$ cat src/rtl/program_counter.sv
`default_nettype none
// ============================================================================
// Module      : program_counter
// Description : Fetch-address generator for a synchronous instruction ROM
//               with one cycle of read latency. pco_out addresses the ROM;
//               ir_pc and instr_valid describe the word the ROM presents in
//               the same cycle. Supports replay on stall, branch redirect,
//               halt, and a fault state for out-of-range branch targets.
// Revision    : 1.0 - initial release
// ----------------------------------------------------------------------------
// Parameters
//   ROM_DEPTH     : number of valid instruction addresses (0..ROM_DEPTH-1)
//   RESET_PC      : first fetch address after reset (< ROM_DEPTH)
// Ports
//   clk           : in  1   clock, all state updates on posedge
//   rst           : in  1   synchronous active-high reset
//   stall         : in  1   decoder did not accept the current instruction
//   branch_en     : in  1   current instruction redirects fetch
//   branch_target : in  16  redirect address
//   halt          : in  1   current instruction is HLT
//   pco_out       : out 16  registered fetch address to the ROM
//   ir_pc         : out 16  address of the instruction on the ROM output
//   instr_valid   : out 1   ROM output holds an in-path instruction
//   halted        : out 1   high in HALT state
//   fault         : out 1   high in FAULT state
// ============================================================================
module program_counter #(
  parameter int ROM_DEPTH = 100,
  parameter int RESET_PC  = 0
) (
  input  logic        clk,
  input  logic        rst,
  input  logic        stall,
  input  logic        branch_en,
  input  logic [15:0] branch_target,
  input  logic        halt,
  output logic [15:0] pco_out,
  output logic [15:0] ir_pc,
  output logic        instr_valid,
  output logic        halted,
  output logic        fault
);

  localparam logic [15:0] c_LAST_PC  = 16'(ROM_DEPTH - 1);
  localparam logic [15:0] c_RESET_PC = 16'(RESET_PC);

  typedef enum logic [1:0] {
    S_RUN   = 2'd0,
    S_HALT  = 2'd1,
    S_FAULT = 2'd2
  } state_t;

  state_t      r_state;
  logic [15:0] r_pco;
  logic [15:0] r_ir_pc;
  logic        r_valid;

  state_t      w_state_nxt;
  logic [15:0] w_pco_nxt;
  logic [15:0] w_ir_pc_nxt;
  logic        w_valid_nxt;
  logic [15:0] w_pco_seq;
  logic        w_honour;
  logic        w_target_ok;

  // Control inputs refer to the instruction on the ROM output, so they only
  // mean something when that word is valid and we are running.
  assign w_honour    = (r_state == S_RUN) && r_valid;
  assign w_pco_seq   = (r_pco == c_LAST_PC) ? 16'd0 : r_pco + 16'd1;
  assign w_target_ok = (branch_target <= c_LAST_PC);

  always_ff @(posedge clk) begin
    if (rst) begin
      r_state <= S_RUN;
      r_pco   <= c_RESET_PC;
      r_ir_pc <= 16'd0;
      r_valid <= 1'b0;
    end else begin
      r_state <= w_state_nxt;
      r_pco   <= w_pco_nxt;
      r_ir_pc <= w_ir_pc_nxt;
      r_valid <= w_valid_nxt;
    end
  end

  always_comb begin
    w_state_nxt = r_state;
    w_pco_nxt   = r_pco;
    w_ir_pc_nxt = r_ir_pc;
    w_valid_nxt = 1'b0;

    case (r_state)
      S_RUN: begin
        // The ROM always captures rom[pco_out], so its address tracks.
        w_ir_pc_nxt = r_pco;
        if (w_honour && stall) begin
          // Replay: refetch the rejected word; the word already in flight
          // (at pco_out) is discarded, hence the two-cycle penalty.
          w_pco_nxt   = r_ir_pc;
        end else if (w_honour && halt) begin
          w_state_nxt = S_HALT;
        end else if (w_honour && branch_en) begin
          if (w_target_ok) begin
            w_pco_nxt   = branch_target;
          end else begin
            w_state_nxt = S_FAULT;
          end
        end else begin
          w_pco_nxt   = w_pco_seq;
          w_valid_nxt = 1'b1;
        end
      end
      S_HALT, S_FAULT: begin
        // Frozen until reset.
      end
      default: begin
        w_state_nxt = S_FAULT;
      end
    endcase
  end

  assign pco_out     = r_pco;
  assign ir_pc       = r_ir_pc;
  assign instr_valid = r_valid;
  assign halted      = (r_state == S_HALT);
  assign fault       = (r_state == S_FAULT);

endmodule
`default_nettype wire

$ cat config.mk
export PLATFORM = sky130hd
export DESIGN_NAME = program_counter
export DESIGN_NICKNAME = d
export VERILOG_FILES = /design/src/rtl/program_counter.sv
export SDC_FILE = /design/constraint.sdc
export NUM_CORES = 1
export LEC_CHECK = 0
export ABC_CLOCK_PERIOD_IN_PS = 5300
export CAP_MARGIN = 25
export CORE_AREA = 5 5 89 91
export CTS_CLUSTER_DIAMETER = 60
export DETAILED_ROUTE_END_ITERATION = 12
export DIE_AREA = 0 0 94 96
export GPL_TIMING_DRIVEN = 0
export PLACE_DENSITY = 0.57
export SYNTH_ARGS = -nofsm -noshare
export SYNTH_HDL_FRONTEND = slang
export SYNTH_SLANG_ARGS = --single-unit
$ cat constraint.sdc
create_clock -name clk -period 5.3 [get_ports clk]
set_input_delay 0.795 -clock clk [delete_from_list [all_inputs] [get_ports clk]]
set_output_delay 0.795 -clock clk [all_outputs]
set_load 0.005 [all_outputs]
Word level (Yosys, flattened, before mapping)
Cells that the tools add are included.
{"block": "classes", "n_addsub": 1, "magnitude_cmp": 1, "eq_ne": 8, "mux": 11, "bitwise": 2, "n_reduce_logical": 9}
{"op": "16-bit 2-to-1 mux", "count": 5}
{"op": "16-bit by 1-bit adder with 16-bit output (second input constant)", "count": 1}
{"op": "16-bit by 7-bit equality test with 1-bit output (second input constant)", "count": 1}
{"op": "16-bit by 7-bit <= comparator with 1-bit output (second input constant)", "count": 1}
{"op": "2-bit 2-to-1 mux", "count": 4}
{"op": "1-bit logical AND", "count": 4}
{"op": "2-bit inequality test (second input constant)", "count": 2}
{"op": "2-bit one-hot mux with 2 select lines", "count": 1}
{"op": "4-bit AND reduction", "count": 1}
{"op": "4-bit OR reduction", "count": 1}
{"op": "3-bit by 1-bit inequality test with 1-bit output (second input constant)", "count": 1}
{"op": "3-bit by 2-bit inequality test with 1-bit output (second input constant)", "count": 1}
{"op": "3-bit inequality test (second input constant)", "count": 1}
{"op": "3-bit AND reduction", "count": 1}
{"op": "2-bit by 1-bit equality test with 1-bit output (second input constant)", "count": 1}
{"op": "2-bit equality test (second input constant)", "count": 1}
{"op": "2-bit logical NOT", "count": 1}
{"op": "1-bit inverter", "count": 2}
{"op": "2-bit OR reduction", "count": 1}
{"op": "1-bit 2-to-1 mux", "count": 1}
{"block": "word_totals", "register_bits": 35, "input_bits": 21, "elab_cells": 36}

Logic depth before layout (Yosys ltp)
{"block": "logic_depth", "word_depth": 7, "mapped_depth": 9, "ltp_nobuf": 7}

Worst setup path after synthesis
No wires, ideal clock.
{"block": "synth_timing", "kind": "input -> register", "from": "in branch_target[13]", "to": "reg r_pco[8], in the netlist pco_out[8]", "setup_time_ns": 0.096, "t_arrival_ns": 2.132, "required_ns": 5.204, "path_slack_ns": 3.073, "path_stages": 5, "path_buffers": 2, "cell_sequence": "or4_4 -> o31a_1 -> buf_6 -> buf_6 -> o41ai_2"}
{"block": "synth_between", "elab_chain_len": 3}
{"element": "start, declared", "line_no": "35", "source": "input logic [15:0] branch_target,"}
{"element": "16-bit by 7-bit <= comparator with 1-bit output", "line_no": "70", "source": "assign w_target_ok = (branch_target <= c_LAST_PC);"}
{"element": "3-bit inequality test (no source line)"}
{"element": "3-bit AND reduction (no source line)"}
{"element": "end signal, assigned", "line_no": "75", "source": "r_pco <= c_RESET_PC;"}
{"element": "end signal, assigned", "line_no": "80", "source": "r_pco <= w_pco_nxt;"}
{"element": "end, declared", "line_no": "54", "source": "logic [15:0] r_pco;"}
Every way passes these cells.
A chain may end at the register's enable or synchronous reset.

Worst setup path in the final report
{"block": "layout_timing", "from": "in branch_target[8]", "to": "reg r_pco[14], in the netlist pco_out[14]"}
Same word-level chain as after synthesis.

==> qor_table.md <==
| Group | Item | Value |
|:---|:---|:---|
| outcome | Run status | finished clean |
| global routing | First-pass GRT wire length | 10500 microns |
| cts | CTS Hold Buffers Added | 0 |
| global routing | Initial antenna violation count | 0 |
| worst setup path | Critical path class | in2reg |
| cts | CTS Root Cell | sky130_fd_sc_hd__clkbuf_8 |
| cells and area | Commonest non-fill, non-tap cell in the layout | sky130_fd_sc_hd__clkdlybuf4s50_1 |
| floorplan | Initial Utilization | 28.7% |
| worst setup path | Maximum fanout count along the critical path | 10 |
| global routing | Most Used Layer, Global Route | met2 |
| min path | Worst hold-check path type | reg2reg |
| cells and area | Number of nets in the layout | 321 |
| global routing | Global-route met1 utilization | 19.2% |
| min path | Hold Path Cell Cnt | 2 |
| logic synthesis | Proportion of register bits with asynchronous set or reset after synthesis | 0% |
| cells and area | Share of layout cells above drive strength 1 | 11.4% |
| cells and area | Total inserted antenna cells | 0 |
| logic synthesis | Primary FF master, synth | sky130_fd_sc_hd__dfxtp_1 |
| logic synthesis | Synthesized instance count | 235 |
| worst setup path | Startpoint types | primary input |
| worst setup path | CP Data Arrival Time | 2.85 ns |
| place | Final weighted congestion of routability-driven global placement | 0.913 |
| logic synthesis | Synthesized net count | 260 |
| detailed routing | Average wire per cell in the routed design | 15.7 microns |
| floorplan | Die height | 96 microns |
| cts | Clock tree from TritonCTS | done |
| floorplan | Die area | 9020 sq um |
| detailed routing | Total routed wirelength | 6200 microns |
| sta | Worst clock skew on the final layout | 0.00600 ns |
| power | P per Cell Area | 480 nW/um^2 |
| logic synthesis | Post-Synthesis Mean Instance Area | 8.64 sq um |
| floorplan | Horizontal extent of the die | 94 microns |
| sta | Maximum operating frequency | 375 MHz |
| floorplan | Ports | 56 |
| detailed routing | Initial DRC Count | 102 |
| detailed routing | Vias after detailed routing | 1961 |
| power | Leak pwr | 0.00110 uW |
| sta | Total negative setup slack | 0 ns |
| sta | Worst Tran Pin Value | 0.639 ns |
| cts | Clock-pin transition on the worst setup and hold timing paths | 0.08 ns |
| detailed routing | Post-route antenna net violation count | 0 |
| cts | Count of cells resized by post-cts repair | 0 |
| logic synthesis | Synth cell types | 45 |
| sta | Final hold violation count | 0 |
| sta | Unrepaired setup endpoints after global routing | false |
| sta | Number of max-slew violations in the final report | 0 |
| cts | Clock Sink Count | 35 |
| cts | # H-tree levels | 2 |
| power | Total power after layout | 1340 uW |
| logic synthesis | Share of the yosys chip area belonging to registers | 34.5% |
| sta | Time the final worst path needs with I/O delays and setup | 2.67 ns |
| global routing | Number of global-route vias before repair | 2026 |
| cells and area | Number of fill cells in the layout | 758 |
| floorplan | Number of core rows | 31 |
| power | Largest vdd supply drop | 0.184 mV |
| place | Total half-perimeter wirelength after legalization and detailed placement | 4700 microns |
| cts | Clock latency of the later-clocked register in the worst-skew pair | 0.29 ns |
| logic synthesis | Post-synth EDFFs | 0 |
| sta | Period Utilization, post-route | 50.4% |
| detailed routing | DRT Pass-1 Iters | 4 |
| floorplan | Core Region | 7060 sq um |
| global routing | Largest net degree at the start of global routing | 12 |
| flow run | Reported max-cap violation count | 0 |
| global routing | GRT overflow | 0 |
| worst setup path | Element type at the critical path end | flip-flop |
| global routing | Total track usage | 14.7% |
| sta | Headroom to the max-slew limit | 57.4% |
| place | Count of buffers inserted at the top-level ports | 54 |
| sta | Final setup violation count | 0 |
| worst setup path | Reg2Reg Depth | 6 |
| cells and area | P&R area growth vs syn | 37.9% |
| cells and area | Most used cells in the layout excluding fill and tap cells | sky130_fd_sc_hd__clkdlybuf4s50_1, sky130_fd_sc_hd__nor2_1, sky130_fd_sc_hd__dfxtp_1 |
| cts | Post-CTS setup repair buffer count | 0 |
| cts | Max Buffers Root-to-Sink | 2 |
| logic synthesis | Synthesized cell area | 2030 sq um |
| cts | Total clock buffers created by CTS | 5 |
| worst setup path | Required @ worst endpoint | 5.48 ns |
| detailed routing | Avg Vias per Cell | 4.95 |
| global routing | Met2 Resource Use GR | 24.7% |
| detailed routing | Remaining routing DRC violations | 0 |
| logic synthesis | Count of state elements after synthesis | 35 |
| global routing | Global-route track usage on met3 | 3.60% |
| logic synthesis | Count of yosys warnings during synthesis | 0 |
-- worst max-delay path, stage by stage --
cell,delay (ns)
sky130_fd_sc_hd__clkdlybuf4s50_1,0.44
sky130_fd_sc_hd__nor4_1,0.44
sky130_fd_sc_hd__nand4b_1,0.25
sky130_fd_sc_hd__o31ai_4,0.31
sky130_fd_sc_hd__buf_6,0.20
sky130_fd_sc_hd__nor2_1,0.06
sky130_fd_sc_hd__a2111oi_2,0.35
-- cells in the mapped netlist, types with 2 or more instances --
library cell	instances	share of area, %
sky130_fd_sc_hd__o21ai_0	2	0.49
sky130_fd_sc_hd__o41ai_1	3	1.3
sky130_fd_sc_hd__inv_1	5	0.92
sky130_fd_sc_hd__o22ai_1	2	0.62
sky130_fd_sc_hd__nand3_1	7	1.7
sky130_fd_sc_hd__or4_4	2	1.1
sky130_fd_sc_hd__ha_1	4	2.5
sky130_fd_sc_hd__o21ai_1	2	0.49
sky130_fd_sc_hd__dfxtp_1	35	35
sky130_fd_sc_hd__a2111oi_0	2	0.86
sky130_fd_sc_hd__a2111oi_2	5	3.7
sky130_fd_sc_hd__a211oi_1	5	1.8
sky130_fd_sc_hd__mux2i_1	16	7.9
sky130_fd_sc_hd__clkbuf_1	6	1.1
sky130_fd_sc_hd__o31a_1	3	1.3
sky130_fd_sc_hd__a21oi_1	10	2.5
sky130_fd_sc_hd__and3_1	3	0.92
sky130_fd_sc_hd__buf_6	3	1.7
sky130_fd_sc_hd__xnor2_1	4	1.7
sky130_fd_sc_hd__nand2_1	13	2.4
sky130_fd_sc_hd__nand3b_1	4	1.5
sky130_fd_sc_hd__a211o_1	2	0.86
sky130_fd_sc_hd__o311a_1	2	0.99
sky130_fd_sc_hd__nor3_1	5	1.2
sky130_fd_sc_hd__a22oi_1	2	0.74
sky130_fd_sc_hd__a221oi_1	4	1.7
sky130_fd_sc_hd__nor2_1	43	8.0
sky130_fd_sc_hd__xor2_1	5	2.2
sky130_fd_sc_hd__nor4_1	5	1.5
sky130_fd_sc_hd__buf_2	10	2.5
sky130_fd_sc_hd__nor3b_1	3	1.1
sky130_fd_sc_hd__nand4_1	5	1.5
-- logic make-up after synthesis --
kind of cell    count (synthesis)  synth area share, %
mux                            16                 7.89
fa+ha+maj                       4                 2.47
simple gates                   98                 24.5
flops                          35                 34.5
xor+xnor                        9                 3.88
compound gates                 49                 20.5
buf+inv                        24                 6.17
-- metal layers --
| metal | part of all wire (%) | wire length [microns] |
|---|---|---|
| met4 | 0.82 | 51 |
| met1 | 47 | 2930 |
| met2 | 46 | 2870 |
| met3 | 5.8 | 357 |
| met5 | 0 | 0 |
-- worst paths after layout --
| check | to | slack (ns) | from |
|---|---|---|---|
| setup / recovery | pco_out[14] | 2.63 | branch_target[8] |
| hold / removal | pco_out[5] | 0.53 | ir_pc[5] |
| setup reg to reg | pco_out[14] | 3.17 | pco_out[0] |
| hold reg to reg | pco_out[5] | 0.53 | ir_pc[5] |
-- area by class of cell --
class / count / area (sq um) / area share, %
Buffer: 19 / 106 / 3.80
Clock buffer: 7 / 96.3 / 3.44
Clock inverter: 1 / 7.51 / 0.268
Inverter: 5 / 18.8 / 0.671
Multi-Input combinational cell: 176 / 1200 / 43.0
Sequential cell: 35 / 701 / 25.0
Tap cell: 99 / 124 / 4.43
Timing Repair Buffer: 54 / 541 / 19.3
-- report_power, final --
part	switching [uW]	internal [uW]	total (uW)
logic	335	358	693
clock network	101	118	220
registers	88.8	342	431
-- registers in the layout (all words and copies together), names as in the netlist --
name,cells
instr_valid,1
ir_pc,16
r_state,2
pco_out,16
-- per-stage QoR --
step	cells	util [%]	area, sq um	setup WS, ns	hold slack, ns
2_1_floorplan	235	-	2030	3.07	0.499
3_3_place_gp	388	38.2	2690	2.27	0.504
3_5_place_dp	388	38.2	2690	2.22	0.511
4_1_cts	396	39.6	2800	2.52	0.530
5_1_grt	396	39.6	2800	2.44	0.556
6_report	396	39.6	2800	2.63	0.526
(Power assumes the default switching activity.)
